**src/rtl/status_queue_writer.sv**
```systemverilog
// rtl/status_queue_writer.sv - posts fixed-size status records into a host-memory circular queue
// Define SQ_STATS_EN to count acknowledged records on entries_written (tied to 0 otherwise).
module status_queue_writer #(
  parameter int TAG_WIDTH       = 8,
  parameter int MAX_OUTSTANDING = 8
) (
  input  logic                 clk,
  input  logic                 rst_n,
  input  logic                 queue_start,
  input  logic [31:0]          queue_base_addr,
  input  logic [31:0]          queue_size,
  input  logic                 queue_reset,
  input  logic [31:0]          host_head_ptr,
  input  logic [479:0]         status_data,
  input  logic                 status_valid,
  output logic                 status_ready,
  output logic [31:0]          sq_tx_wr_addr,
  output logic [TAG_WIDTH-1:0] sq_tx_wr_tag,
  output logic                 sq_tx_wr_valid,
  output logic [511:0]         sq_tx_data,
  input  logic                 sq_tx_wr_ready,
  input  logic                 sq_rx_wr_valid,
  input  logic [TAG_WIDTH-1:0] sq_rx_wr_tag,
  output logic                 sq_idle,
  output logic [31:0]          entries_written
);

  typedef enum logic [1:0] {IDLE, RUN, DRAIN} state_t;

  localparam logic [31:0] MAX_OUT = 32'(MAX_OUTSTANDING);

  state_t      state, state_next;
  logic [31:0] base, size, wr_slot, wr_count, seq, outstanding;
  logic        full, start, accept, retire;

  // Completion tags are informational; only the response count matters.
  logic unused_rx_tag;
  assign unused_rx_tag = ^sq_rx_wr_tag;

  assign full   = (wr_count - host_head_ptr) >= size;
  assign start  = (state == IDLE) && queue_start;
  assign accept = status_valid && status_ready;
  assign retire = sq_rx_wr_valid && (outstanding != 32'd0);

  always_ff @(posedge clk or negedge rst_n) begin
    if (!rst_n) state <= IDLE;
    else        state <= state_next;
  end

  always_comb begin
    state_next = state;
    case (state)
      IDLE:    if (queue_start) state_next = RUN;
      RUN:     if (queue_reset) state_next = DRAIN;
      DRAIN:   if ((outstanding == 32'd0) && !sq_tx_wr_valid) state_next = IDLE;
      default: state_next = IDLE;
    endcase
  end

  always_comb begin
    sq_idle      = (state == IDLE);
    status_ready = (state == RUN) && !full && (outstanding < MAX_OUT) &&
                   (!sq_tx_wr_valid || sq_tx_wr_ready);
  end

  always_ff @(posedge clk or negedge rst_n) begin
    if (!rst_n) begin
      base        <= 32'd0;
      size        <= 32'd0;
      wr_slot     <= 32'd0;
      wr_count    <= 32'd0;
      seq         <= 32'd1;
      outstanding <= 32'd0;
    end else if (start) begin
      base        <= queue_base_addr;
      size        <= queue_size;
      wr_slot     <= 32'd0;
      wr_count    <= 32'd0;
      seq         <= 32'd1;
      outstanding <= 32'd0;
    end else begin
      if (accept) begin
        wr_slot  <= (wr_slot == size - 32'd1) ? 32'd0 : wr_slot + 32'd1;
        wr_count <= wr_count + 32'd1;
        // Sequence never returns to 0 so a written host slot is always non-zero.
        seq      <= (seq == 32'hFFFF_FFFF) ? 32'd1 : seq + 32'd1;
      end
      if (accept && !retire)      outstanding <= outstanding + 32'd1;
      else if (!accept && retire) outstanding <= outstanding - 32'd1;
    end
  end

  always_ff @(posedge clk or negedge rst_n) begin
    if (!rst_n) begin
      sq_tx_wr_valid <= 1'b0;
      sq_tx_wr_addr  <= 32'd0;
      sq_tx_wr_tag   <= '0;
      sq_tx_data     <= 512'd0;
    end else if (accept) begin
      sq_tx_wr_valid <= 1'b1;
      sq_tx_wr_addr  <= base + wr_slot;
      sq_tx_wr_tag   <= wr_count[TAG_WIDTH-1:0];
      sq_tx_data     <= {seq, status_data};
    end else if (sq_tx_wr_ready) begin
      sq_tx_wr_valid <= 1'b0;
    end
  end

`ifdef SQ_STATS_EN
  logic [31:0] ack_count;

  always_ff @(posedge clk or negedge rst_n) begin
    if (!rst_n)      ack_count <= 32'd0;
    else if (start)  ack_count <= 32'd0;
    else if (retire) ack_count <= ack_count + 32'd1;
  end

  assign entries_written = ack_count;
`else
  assign entries_written = 32'd0;
`endif

endmodule
```
**config.mk**
```make
export PLATFORM = sky130hd
export DESIGN_NAME = status_queue_writer
export DESIGN_NICKNAME = d
export VERILOG_FILES = /design/src/rtl/status_queue_writer.sv
export SDC_FILE = /design/constraint.sdc
export NUM_CORES = 2
export LEC_CHECK = 0
export ABC_AREA = 1
export CAP_MARGIN = 20
export CORE_AREA = 2 2 453 455
export DETAILED_ROUTE_END_ITERATION = 8
export DIE_AREA = 0 0 455 457
export SLEW_MARGIN = 20
export SYNTH_ARGS = -nofsm -noshare
export SYNTH_HDL_FRONTEND = slang
export SYNTH_SLANG_ARGS = --single-unit
```
**constraint.sdc**
```tcl
create_clock -name clk -period 4.8 [get_ports clk]
set_clock_uncertainty 0.05 [all_clocks]
set_input_delay 0.96 -clock clk [delete_from_list [all_inputs] [get_ports clk]]
set_output_delay 0.96 -clock clk [all_outputs]
set_load 0.01 [all_outputs]
```
After elaboration in Yosys (flattened, before gate mapping)
Cells that the tools add are included.
{ "classes": {"order_cmp": 2, "eq_ne": 7, "n_mux": 17, "reduce_logical": 21, "add_sub_neg": 8} }
{ "ops": {"columns": ["op", "count"], "rows": [
  ["two-way mux 32 bit", 11],
  ["adder 32 x 1 -> 32 bit (second input constant)", 4],
  ["subtractor 32 x 1 -> 32 bit (second input constant)", 2],
  ["adder 32 bit", 1],
  ["== test 32 bit", 1],
  ["== test 32 bit (second input constant)", 1],
  ["greater-or-equal comparator 32 bit", 1],
  ["logical NOT 32 bit", 1],
  ["less-than comparator 32 x 4 -> 1 bit (second input constant)", 1],
  ["nonzero test 32 bit", 1],
  ["subtractor 32 bit", 1],
  ["logical AND 1 bit", 9],
  ["two-way mux 2 bit", 3],
  ["!= test 2 bit (second input constant)", 3],
  ["one-hot mux 2 bit (3 select lines)", 1],
  ["logical NOT 1 bit", 4],
  ["nonzero test 2 bit", 2],
  ["AND reduction 3 bit", 1],
  ["nonzero test 3 bit", 1],
  ["== test 2 x 1 -> 1 bit (second input constant)", 1],
  ["== test 2 bit (second input constant)", 1],
  ["logical NOT 2 bit", 1],
  ["two-way mux 1 bit", 2],
  ["logical OR 1 bit", 1]
]} }
{ "word_totals": {"ff_bits": 747, "input_bits": 591, "output_inout_bits": 587, "wordCells": 66} }

Logic depth before layout (Yosys ltp)
{ "depth": {"ltp_word": 12, "ltp_mapped": 37, "mapped_depth_nobuf": 37} }

Worst setup path before layout
OpenSTA, ideal clock, no wires.
{ "synth_path": {"path_kind": "input to register", "start": "input port host_head_ptr[0]", "end": "register outstanding[31]", "arrival_time_ps": 5630, "path_slack_ps": -997, "stages": 33, "setup_ps": 118, "path_cell_list": "ha_1 -> inv_1 -> fa_1 -> nand3_1 -> nand3_1 -> nand2_1 -> a21oi_1 -> nand2_1 -> nand2_1 -> a21oi_1 -> o21ai_0 -> nand3_1 -> nand2_1 -> xor2_1 -> ha_1 -> nand2_1 -> nor2_1 -> nor2_1 -> nand2_1 -> nor2_4 -> nand4_4 -> ha_1 -> nand2_1 -> o21ai_1 -> a21boi_0 -> o21ai_0 -> nand3_1 -> nand2_1 -> a21oi_1 -> inv_1 -> nand3_1 -> nand3_1 -> nand2_1"} }
{ "synth_via": {"elab_chain_cells": 10, "elab_cells_between_ends": 13, "classes_between": "add/sub (1); order compare (1); mux (2); reduce/logical (9)"} }
{ "synth_rtl": {"columns": ["element", "line_no", "text"], "rows": [
  ["from (decl)", "13", "input logic [31:0] host_head_ptr,"],
  ["subtractor 32 bit (*)", "40", "assign full = (wr_count - host_head_ptr) >= size;"],
  ["greater-or-equal comparator 32 bit (*)", "40", null],
  ["logical NOT 1 bit (*)", "62", "status_ready = (state == RUN) && !full && (outstanding < MAX_OUT) &&"],
  ["logical AND 1 bit (*) (3 in series)", "62", null],
  ["logical AND 1 bit (*)", "42", "assign accept = status_valid && status_ready;"],
  ["logical AND 1 bit or logical NOT 1 bit (tied branches)", "88, 89", null],
  ["two-way mux 32 bit or logical AND 1 bit (tied branches)", "88, 89", null],
  ["two-way mux 32 bit or nonzero test 3 bit (tied branches)", null, null],
  ["to (signal assigned)", "88", "if (accept && !retire) outstanding <= outstanding + 32'd1;"],
  ["to (signal assigned)", "89", "else if (!accept && retire) outstanding <= outstanding - 32'd1;"],
  ["to (decl)", "33", "logic [31:0] base, size, wr_slot, wr_count, seq, outstanding;"]
]} }
Every way passes the cells marked *; elsewhere a longest branch is shown, timed or not.
A chain may end at the register's enable or synchronous reset.

Worst setup path after layout
{ "layout_path": {"start": "input port host_head_ptr[21]", "end": "register outstanding[24]"} }
The elaborated chain is that of the path after synthesis.

==> results.py <==
metrics = {
    "outcome": {
        "status": "finished, violations left",
        "violations": "negative setup slack",
    },
    "clock_network": {
        "ctsHtreeMaxLevel": 3,
        "hold_buffers": 0,
        "insertion_delay_ns": 0.79,
        "clock_sinks": 747,
        "clkTransAtPathRegs_ns": 0.06,
        "cts_max_path_buffers": 3,
        "cts_inserted_buffers": 98,
        "cts_tree": "done",
        "cts_root_buf": "clkbuf_16",
    },
    "synth": {
        "yosys_warnings": 0,
        "synth.avg_cell_area_um2": 7.93,
        "syn-instance-count": 4796,
        "yosys-top-cells-area": "dfrtp_1, nand2_1, ha_1",
        "synth_area_leader_cell": "dfrtp_1",
        "synth_common_cells": "nand2_1, dfrtp_1, inv_1, o21ai_0, nor2_1",
        "yosys_register_bits": 747,
        "ys_seq_area_share_pct": 49.1,
        "yosysMostFrequentCell": "nand2_1",
        "synth_edf_count": 0,
        "post_synth_num_cell_types": 59,
        "synth_flop_cell": "dfrtp_1",
        "synth-async-reset-ratio_pct": 100,
        "synth_area_um2": 38100,
        "yosys.area.top_type_share_pct": 49.1,
    },
    "routing": {
        "drt_wl_total_um": 250000,
        "via_count": 39409,
        "wl_per_cell_um": 27.5,
        "drt_pass1_iterations": 8,
        "drc": 0,
        "antenna_left": 0,
        "via_per_inst": 4.32,
        "dr.first_iter.drc_count": 3355,
    },
    "global_routing": {
        "grt_pass1_wl_um": 334000,
        "grt_start_max_net_pins": 81,
        "use_met2_pct": 39.2,
        "antenna_found_initial": 97,
        "first_global_vias": 38606,
        "grt_remaining_overflow": 0,
        "grt_util_met3_pct": 4.39,
        "met1_usage_pct": 27.8,
        "grt-busiest-layer": "met2",
        "grt_use_total_pct": 23.4,
    },
    "cells_and_area": {
        "drive_above_1_share_pct": 14.7,
        "n_fill_cell": 21583,
        "register_area_um2": 18700,
        "area_growth_syn_to_layout_pct": 60.5,
        "layout.cells.non_filler": 9113,
        "multi_input_area_um2": 18600,
        "nets": 7039,
    },
    "power": {
        "ir_drop_mv": 0.325,
        "power_leakage_nw": 29.1,
        "pwr_density_cell_nw_per_um2": 383,
    },
    "setup_path": {
        "crit_type": "in2reg",
        "cp_slowest_cell": "clkdlybuf4s50_1",
        "cp_max_fo": 5,
        "start_kind": "input port",
        "slowest_delay_ns": 0.47,
        "crit_arrival_ns": 5.72,
        "required_ns": 5.33,
        "crit_top_cell": "nand2_2",
        "cp-end-kind": "flop",
    },
    "min_path": {
        "hp-class": "in2async",
    },
    "sta": {
        "report.final.slew_viol_count": 0,
        "rsz0062_at_grt": "true",
        "setup_viol": 28,
        "finalCriticalPeriod_ns": 5.18,
        "worst_slack_ns": -0.384,
        "period_share_pct": 108,
        "slew_headroom_pct": 38.3,
        "hold_ws_ns": 0.171,
        "hold_violations": 0,
        "worst_slew_pin_slew_ns": 0.926,
        "maxClockFrequency_mhz": 193,
    },
    "placed_design": {
        "portBuffers": 1137,
        "gp_congestion": 1.00,
        "hpwl_um": 211000,
        "dp_cells": 8840,
    },
    "die": {
        "die_w_um": 455,
        "die_area_um2": 208000,
        "core-area_um2": 203000,
        "io_pins": 1178,
        "chipHeight_um": 457,
        "placementRows": 166,
        "start_util_pct": 18.7,
    },
    "job": {
        "cap_violations": 0,
    },
}
## power breakdown
group | leakage, nW | switching, W | internal (W) | total (W)
Sequential | 10.2 | 0.000648 | 0.00685 | 0.00749
Clock | 1.68 | 0.00335 | 0.00471 | 0.00807
Combinational | 17.3 | 0.00424 | 0.00357 | 0.00781
## final cells by class
| type | instances | area share [%] |
|---|---|---|
| sequential | 747 | 30.6 |
| timing repair buffer | 1594 | 25.4 |
| multi-input combinational | 3535 | 30.4 |
| inverter | 334 | 2.08 |
| antenna | 32 | 0.131 |
| clock inverter | 48 | 1.20 |
| tap | 2688 | 5.51 |
| clock buffer | 135 | 4.57 |
## routing by layer
layer  wire (µm)  vias to the layer above
li1            -                    18236
met3       14100                      410
met1       99000                    19312
met5         169                        -
met2      121000                     1427
met4       16100                       24
## critical path: cells and delay by family
kind | cells | cell delay, ns
adders and majority gates | 3 | 0.75
buffers and inverters | 9 | 1.46
xor gates and xnor gates | 2 | 0.29
and+or+nand+nor | 14 | 1.36
AOI/OAI and AO/OA | 5 | 0.86
## worst paths after layout
kind | from | end | slack [ns] | cells past startpoint
worst max-delay path | host_head_ptr[21] | outstanding[24] | -0.38 | 33
worst min-delay path | rst_n | sq_tx_data[38] | 0.17 | 1
worst max register to register | wr_count[0] | outstanding[24] | -0.34 | 36
worst min register to register | sq_tx_data[147] | sq_tx_data[147] | 0.43 | 2
max in group asynchronous | rst_n | sq_tx_data[295] | 3.41 | 2
min in group clk | sq_tx_data[147] | sq_tx_data[147] | 0.43 | 2
## repair_timing
| action | in CTS | in global routing |
|---|---|---|
| endpoints found under the hold margin | 0 | 0 |
| pin swaps | 83 | 88 |
| gates resized for setup | 185 | 149 |
| cloned | 1 | 1 |
| setup buffers | 36 | 25 |
| endpoints found under the setup margin | 43 | 496 |
## layout by cell type (no fill, tap or decap), drive strengths merged, types with 3 or more instances in the layout
cell type,instances
dlygate4sd2,11
buf,459
clkbuf,135
nor2,224
xnor2,66
o21ai,244
o22ai,22
clkinvlp,13
clkinv,23
fa,3
o211ai,5
nand2,2189
nand4,95
o221ai,3
xor2,114
a21oi,129
a21o,6
nor3,64
clkdlybuf4s50,1117
o31ai,17
nand3,94
or2,8
o21a,11
nand3b,6
conb,32
dlymetal6s2s,7
nor4,17
a21boi,13
inv,335
a31oi,17
dfrtp,746
nor3b,4
diode,32
o21bai,6
ha,135
bufinv,11
## logic make-up (layout without fill, tap and decap cells)
logic type                 after synthesis  count (layout)  synth area share [%]
AOI/OAI and AO/OA                      480             480                  7.09
xor gates and xnor gates               181             181                  4.20
adders and majority gates              138             138                  4.60
buffers and inverters                  546            2111                  6.43
DFF                                    747             747                  49.1
other                                    1              64               0.00986
and+or+nand+nor                       2703            2704                  28.5
## through the flow
stage	setup slack [ns]	instance area, µm²	power, W	setup TNS, ns	util [%]
floorplan	-0.829	38600	0.0109	-18.16	-
global placement	-1.44	55700	0.0144	-493.29	27.4
detailed placement	-1.35	55700	0.0145	-457.77	27.4
CTS	-0.303	60200	0.0232	-5.30	29.6
global route	-0.652	61000	0.0246	-18.53	30.0
finish	-0.384	61100	0.0234	-7.33	30.0
## flip-flops by register name, summed over array words and instances, names as in the netlist, 2 cells and up
signal	count
wr_count	32
size	32
sq_tx_wr_addr	32
wr_slot	32
outstanding	32
sq_tx_wr_tag	8
sq_tx_data	512
state	2
seq	32
base	32
Note: power is estimated with default switching activity, not from simulation.
